`src/rtl/gate_bist_pkg.sv`:
```
`default_nettype none
// ---------------------------------------------------------------------------
// gate_bist_pkg : shared states and stimulus constants for the gate BIST engine
// Rev 1.0
// ---------------------------------------------------------------------------
package gate_bist_pkg;

    typedef enum logic [1:0] {
        IDLE  = 2'd0,
        DRIVE = 2'd1,
        CHECK = 2'd2,
        DONE  = 2'd3
    } state_t;

    localparam logic [15:0] LFSR_SEED = 16'h0805;
    localparam logic [15:0] LFSR_TAPS = 16'hB400;
    localparam logic [15:0] B_MASK    = 16'h0818;
    localparam logic [15:0] NO_FAIL   = 16'hFFFF;

    // Operand B is a byte-swapped, masked copy of operand A.
    function automatic logic [15:0] operand_b(input logic [15:0] a);
        return {a[7:0], a[15:8]} ^ B_MASK;
    endfunction

endpackage
`default_nettype wire

```
`src/rtl/gate_bist_lfsr16.sv`:
```
`default_nettype none
// ---------------------------------------------------------------------------
// lfsr16 : one combinational Galois step (shift right, XOR taps on LSB out)
// Rev 1.0
// ---------------------------------------------------------------------------
module lfsr16
    import gate_bist_pkg::*;
(
    input  logic [15:0] i_state,
    output logic [15:0] o_next
);

    assign o_next = {1'b0, i_state[15:1]} ^ (i_state[0] ? LFSR_TAPS : 16'h0000);

endmodule
`default_nettype wire

```
`src/rtl/gate_bist.sv`:
```
`default_nettype none
// ---------------------------------------------------------------------------
// gate_bist : self-checking stimulus/compare engine for 16-bit AND gates.
// Optional GATE_BIST_STOP_ON_FAIL_EN: halt on first mismatch, keep operands.
// Rev 1.0
// ---------------------------------------------------------------------------
module gate_bist
    import gate_bist_pkg::*;
#(
    parameter int WIDTH         = 16,
    parameter int NUM_VECTORS   = 256,
    parameter int SETTLE_CYCLES = 1
) (
    input  logic             clk,
    input  logic             rst_n,
    input  logic             start,
    output logic [WIDTH-1:0] dut_a,
    output logic [WIDTH-1:0] dut_b,
    input  logic [WIDTH-1:0] dut_out,
    output logic             busy,
    output logic             done,
    output logic             pass,
    output logic [15:0]      err_count,
    output logic [15:0]      first_fail_idx
);

    localparam int              c_SW          = (SETTLE_CYCLES > 1) ? $clog2(SETTLE_CYCLES) : 1;
    localparam logic [c_SW-1:0] c_SETTLE_LAST = c_SW'(SETTLE_CYCLES - 1);
    localparam logic [c_SW-1:0] c_SETTLE_ONE  = c_SW'(1);
    localparam logic [15:0]     c_LAST_IDX    = 16'(NUM_VECTORS - 1);

    state_t          r_state;
    state_t          w_state_nxt;
    logic [15:0]     r_a;
    logic [15:0]     r_idx;
    logic [15:0]     r_err;
    logic [15:0]     r_ffi;
    logic [c_SW-1:0] r_settle;

    logic [15:0]     w_a_step;
    logic [15:0]     w_b;
    logic [15:0]     w_expected;
    logic            w_mismatch;
    logic            w_settle_done;
    logic            w_load;
    logic            w_step;

    lfsr16 u_lfsr (
        .i_state (r_a),
        .o_next  (w_a_step)
    );

    assign w_b           = operand_b(r_a);
    assign w_expected    = r_a & w_b;
    assign w_mismatch    = (dut_out != w_expected);
    assign w_settle_done = (r_settle == c_SETTLE_LAST);

    always_ff @(posedge clk or negedge rst_n) begin
        if (!rst_n) begin
            r_state <= IDLE;
        end else begin
            r_state <= w_state_nxt;
        end
    end

    always_comb begin
        w_state_nxt = r_state;
        w_load      = 1'b0;
        w_step      = 1'b0;
        case (r_state)
            IDLE, DONE: begin
                if (start) begin
                    w_state_nxt = DRIVE;
                    w_load      = 1'b1;
                end
            end
            DRIVE: begin
                if (w_settle_done) begin
                    w_state_nxt = CHECK;
                end
            end
            CHECK: begin
`ifdef GATE_BIST_STOP_ON_FAIL_EN
                if (w_mismatch || (r_idx == c_LAST_IDX)) begin
                    w_state_nxt = DONE;
                end else begin
                    w_state_nxt = DRIVE;
                    w_step      = 1'b1;
                end
`else
                if (r_idx == c_LAST_IDX) begin
                    w_state_nxt = DONE;
                end else begin
                    w_state_nxt = DRIVE;
                    w_step      = 1'b1;
                end
`endif
            end
            default: w_state_nxt = IDLE;
        endcase
    end

    // Operands only move on a load or a step, so they are stable across DRIVE and CHECK.
    always_ff @(posedge clk or negedge rst_n) begin
        if (!rst_n) begin
            r_a      <= LFSR_SEED;
            r_idx    <= 16'd0;
            r_err    <= 16'd0;
            r_ffi    <= NO_FAIL;
            r_settle <= '0;
        end else if (w_load) begin
            r_a      <= LFSR_SEED;
            r_idx    <= 16'd0;
            r_err    <= 16'd0;
            r_ffi    <= NO_FAIL;
            r_settle <= '0;
        end else begin
            if (r_state == DRIVE) begin
                r_settle <= w_settle_done ? '0 : (r_settle + c_SETTLE_ONE);
            end
            if ((r_state == CHECK) && w_mismatch) begin
                if (r_err != 16'hFFFF) begin
                    r_err <= r_err + 16'd1;
                end
                if (r_ffi == NO_FAIL) begin
                    r_ffi <= r_idx;
                end
            end
            if (w_step) begin
                r_a   <= w_a_step;
                r_idx <= r_idx + 16'd1;
            end
        end
    end

    assign dut_a          = r_a;
    assign dut_b          = w_b;
    assign busy           = (r_state == DRIVE) || (r_state == CHECK);
    assign done           = (r_state == DONE);
    assign pass           = (r_state == DONE) && (r_err == 16'd0);
    assign err_count      = r_err;
    assign first_fail_idx = r_ffi;

endmodule
`default_nettype wire

```
`config.mk`:
```
export PLATFORM = sky130hd
export DESIGN_NAME = gate_bist
export DESIGN_NICKNAME = d
export VERILOG_FILES = /design/src/rtl/gate_bist_pkg.sv /design/src/rtl/gate_bist_lfsr16.sv /design/src/rtl/gate_bist.sv
export SDC_FILE = /design/constraint.sdc
export NUM_CORES = 1
export LEC_CHECK = 0
export CAP_MARGIN = 20
export CORE_ASPECT_RATIO = 1.2
export CORE_MARGIN = 1.5
export CORE_UTILIZATION = 45
export CTS_CLUSTER_SIZE = 30
export DETAILED_ROUTE_END_ITERATION = 6
export PLACE_DENSITY = 0.73
export SYNTH_ARGS = -nofsm -noshare
export SYNTH_HDL_FRONTEND = slang
export SYNTH_SLANG_ARGS = --single-unit
```
`constraint.sdc`:
```
create_clock -name clk -period 5.3 [get_ports clk]
set_input_delay 0.795 -clock clk [delete_from_list [all_inputs] [get_ports clk]]
set_output_delay 0.795 -clock clk [all_outputs]
set_load 0.05 [all_outputs]
```
==> out/results.txt <==
run status -> complete, no violations
top cells by count, synth -> 53 x nor2_1, 48 x nand2_1, 47 x dfrtp_1
first-pass GRT wire length -> 15.3 mm
Die Height -> 104 um
Crit Path Max Fanout -> 6
Async SR Flop Fraction -> 100%
Root Buffer -> clkbuf_8
met3 Resource Use GR -> 4.60%
placed inst area -> 4610 sq um
Top Usage Layer GRT -> met2
Synth area leaders -> dfrtp_1 31%, dfstp_2 13%, nor2_1 5.2%
number of port buffers -> 85
post-CTS sizing -> 0
Setup Skew -> 0.0151 ns
reg2reg end -> err_count[5]
Hold Path Class -> flip-flop to flip-flop
reg-to-reg setup timing slack -> 2.82 ns
Crit path buffers/inverters -> 2
GRT Total Usage -> 21.0%
antenna violations before repair -> 0
count of pins over their slew limit -> 0
Util after Layout -> 58.6%
Leakage -> 1.89 nW
grt met2 use -> 34.8%
htree depth -> 3
largest net degree at the start of global routing -> 67
nets -> 487
Ys Warns -> 0
Die Wd -> 87.2 um
Via-to-Cell Ratio -> 5.47
GP Congestion -> 0.886
Hold Path Cell Cnt -> 2
Peak VDD IR -> 0.338 mV
CP max stage cell -> clkdlybuf4s50_1
# diodes -> 0
Final period util -> 58.0%
max cap viols -> 0
crit-path cells -> inv_1 > ha_1 > nor4b_1 > and4_1 > clkdlybuf4s50_1
CP top delay family -> buffers and inverters
Synthesized Nets -> 420
CTS max path bufs -> 2
Slew headroom -> 34.3%
Routed wire per std cell -> 15.5 um
vias in the first global route -> 3159
worst stage delay on the critical path -> 0.80 ns
Post-CTS Setup Bufs -> 0
Area Growth Syn to Fin -> 25.5%
Cell variety after synth -> 59
post-route cell area -> 4800 sq um
DRT iter0 DRCs -> 188
Worst setup EP type -> output port
Startpoint Class -> flip-flop
setup TNS -> 0 ns
Syn Inst Count -> 395
die footprint -> 9070 sq um
core area -> 8200 sq um
Routed Antenna Nets -> 0
most frequent cell after synthesis -> nor2_1
synthesized cell area -> 3830 sq um
largest area contributor in the netlist -> dfrtp_1
# IOs -> 86
CTS Sinks -> 66
Total Wirelength -> 9.00 mm
hold_buf cts -> 0
CTS tree -> yes
Seq/Total Area, Yosys -> 43.8%
Placement Rows -> 36
Pwr per Cell Area -> 510 nW/um^2
met1 Use GR -> 27.4%
FF-to-FF path depth -> 7
Worst-path clk slew -> 0.07 ns
Final Hold Fails -> 0
critical path depth -> 5
number of flops mapped to enable cells by yosys -> 0
worst hold endpoint -> first_fail_idx[3]
Setup CP Type -> flip-flop to output port
FMAX -> 325 MHz
GRT overflow -> 0
Initial DRT Pass Iterations -> 4
Final setup viols -> 0
Critical Path RT -> 4.51 ns
share of the synthesized area in the top cell type -> 30.7%
dominant synthesized flop cell -> dfrtp_1
average size of a mapped cell -> 9.69 sq um
drc violations -> 0
total number of vias -> 3179
count of state elements after synthesis -> 66
post-DP HPWL -> 6.30 mm
Worst Min Path Start -> first_fail_idx[3]
Pwr Total -> 0.00245 W
share of layout cells above drive strength 1 -> 17.8%
R2R Path Start -> r_state[0]
measured slew at the worst slew-check pin -> 0.985 ns
CP arrival -> 2.28 ns
cts bufs inserted -> 9
minimum clock period -> 3.07 ns
RSZ-0062 raised after global routing -> no
Worst-Skew Late Latency -> 0.35 ns
Starting Density -> 46.7%
Filler Cells Inserted -> 735
==> worst max path at each step <==
stage / start / end / slack, ns
after floorplan: r_state[0] / pass / 2.90
after global placement: dut_out[7] / first_fail_idx[10] / 2.31
after detailed placement: dut_out[7] / first_fail_idx[10] / 2.27
after CTS: err_count[0] / pass / 2.21
after global routing: err_count[0] / pass / 2.08
final: err_count[0] / pass / 2.23
==> cell type report <==
cell class | count | area (sq um) | area share [%]
sequential | 66 | 1680 | 34.9
inverter | 11 | 41.3 | 0.860
multi-input combinational | 287 | 1890 | 39.3
clock inverter | 5 | 53.8 | 1.12
timing repair buffer | 87 | 861 | 17.9
clock buffer | 11 | 141 | 2.94
tap | 114 | 143 | 2.97
==> flip-flops by register name, summed over array words and instances, names as in the netlist <==
register,flops
r_state,2
first_fail_idx,16
err_count,16
dut_a,16
r_idx,16
==> cells in the final DEF (no fill, tap or decap), drive strengths merged, types with 3 or more instances in the layout <==
| master | instances |
|---|---|
| dfstp | 19 |
| o31a | 3 |
| a211oi | 4 |
| o21ai | 10 |
| ha | 6 |
| a21oi | 34 |
| clkdlybuf4s50 | 84 |
| a211o | 3 |
| inv | 11 |
| o31ai | 4 |
| nor4b | 3 |
| xor2 | 19 |
| xnor2 | 7 |
| clkinv | 4 |
| o211ai | 4 |
| dfrtp | 47 |
| and3 | 7 |
| nand3 | 9 |
| or3 | 10 |
| nand2 | 48 |
| clkbuf | 11 |
| nor4 | 5 |
| nand4 | 25 |
| and2 | 3 |
| nor3 | 7 |
| or4 | 6 |
| nor2 | 53 |
| buf | 3 |
==> layer usage <==
metal | part of all wire (%) | up-vias
li1 | - | 1522
met3 | 6.7 | 16
met2 | 49 | 103
met4 | 1.6 | 0
met5 | 0 | -
met1 | 42 | 1538
==> where the power goes <==
group	leakage (nW)	internal, W	switching (W)
clock network	0.103	0.000229	0.000191
logic	0.947	0.000406	0.000867
registers	0.843	0.000639	0.000119
==> stage by stage <==
stage / hold WS (ns) / worst slack (ns) / instances
after global routing: 0.551 / 2.08 / 581
after global placement: 0.503 / 2.31 / 565
final: 0.520 / 2.23 / 581
after detailed placement: 0.515 / 2.27 / 565
after floorplan: 0.499 / 2.90 / 395
after CTS: 0.526 / 2.21 / 581
==> kinds of logic (layout without fill, tap and decap cells) <==
kind of cell | count (synthesis) | after routing | synth area share, %
adders and majority gates | 6 | 6 | 1.96
buffers and inverters | 42 | 114 | 6.96
xor gates and xnor gates | 26 | 26 | 6.14
and+or+nand+nor | 181 | 181 | 25.7
DFF | 66 | 66 | 43.8
AOI/OAI and AO/OA | 73 | 73 | 15.2
muxes | 1 | 1 | 0.261
==> worst register-to-register path, stage by stage (launching register included) <==
cell,delay [ns]
dfrtp_1,0.42
inv_1,0.07
ha_1,0.53
nand4_1,0.18
nor3_2,0.42
o31ai_2,0.23
or4_1,0.50
nand2_1,0.08
Power figures use the tool's default switching activity.
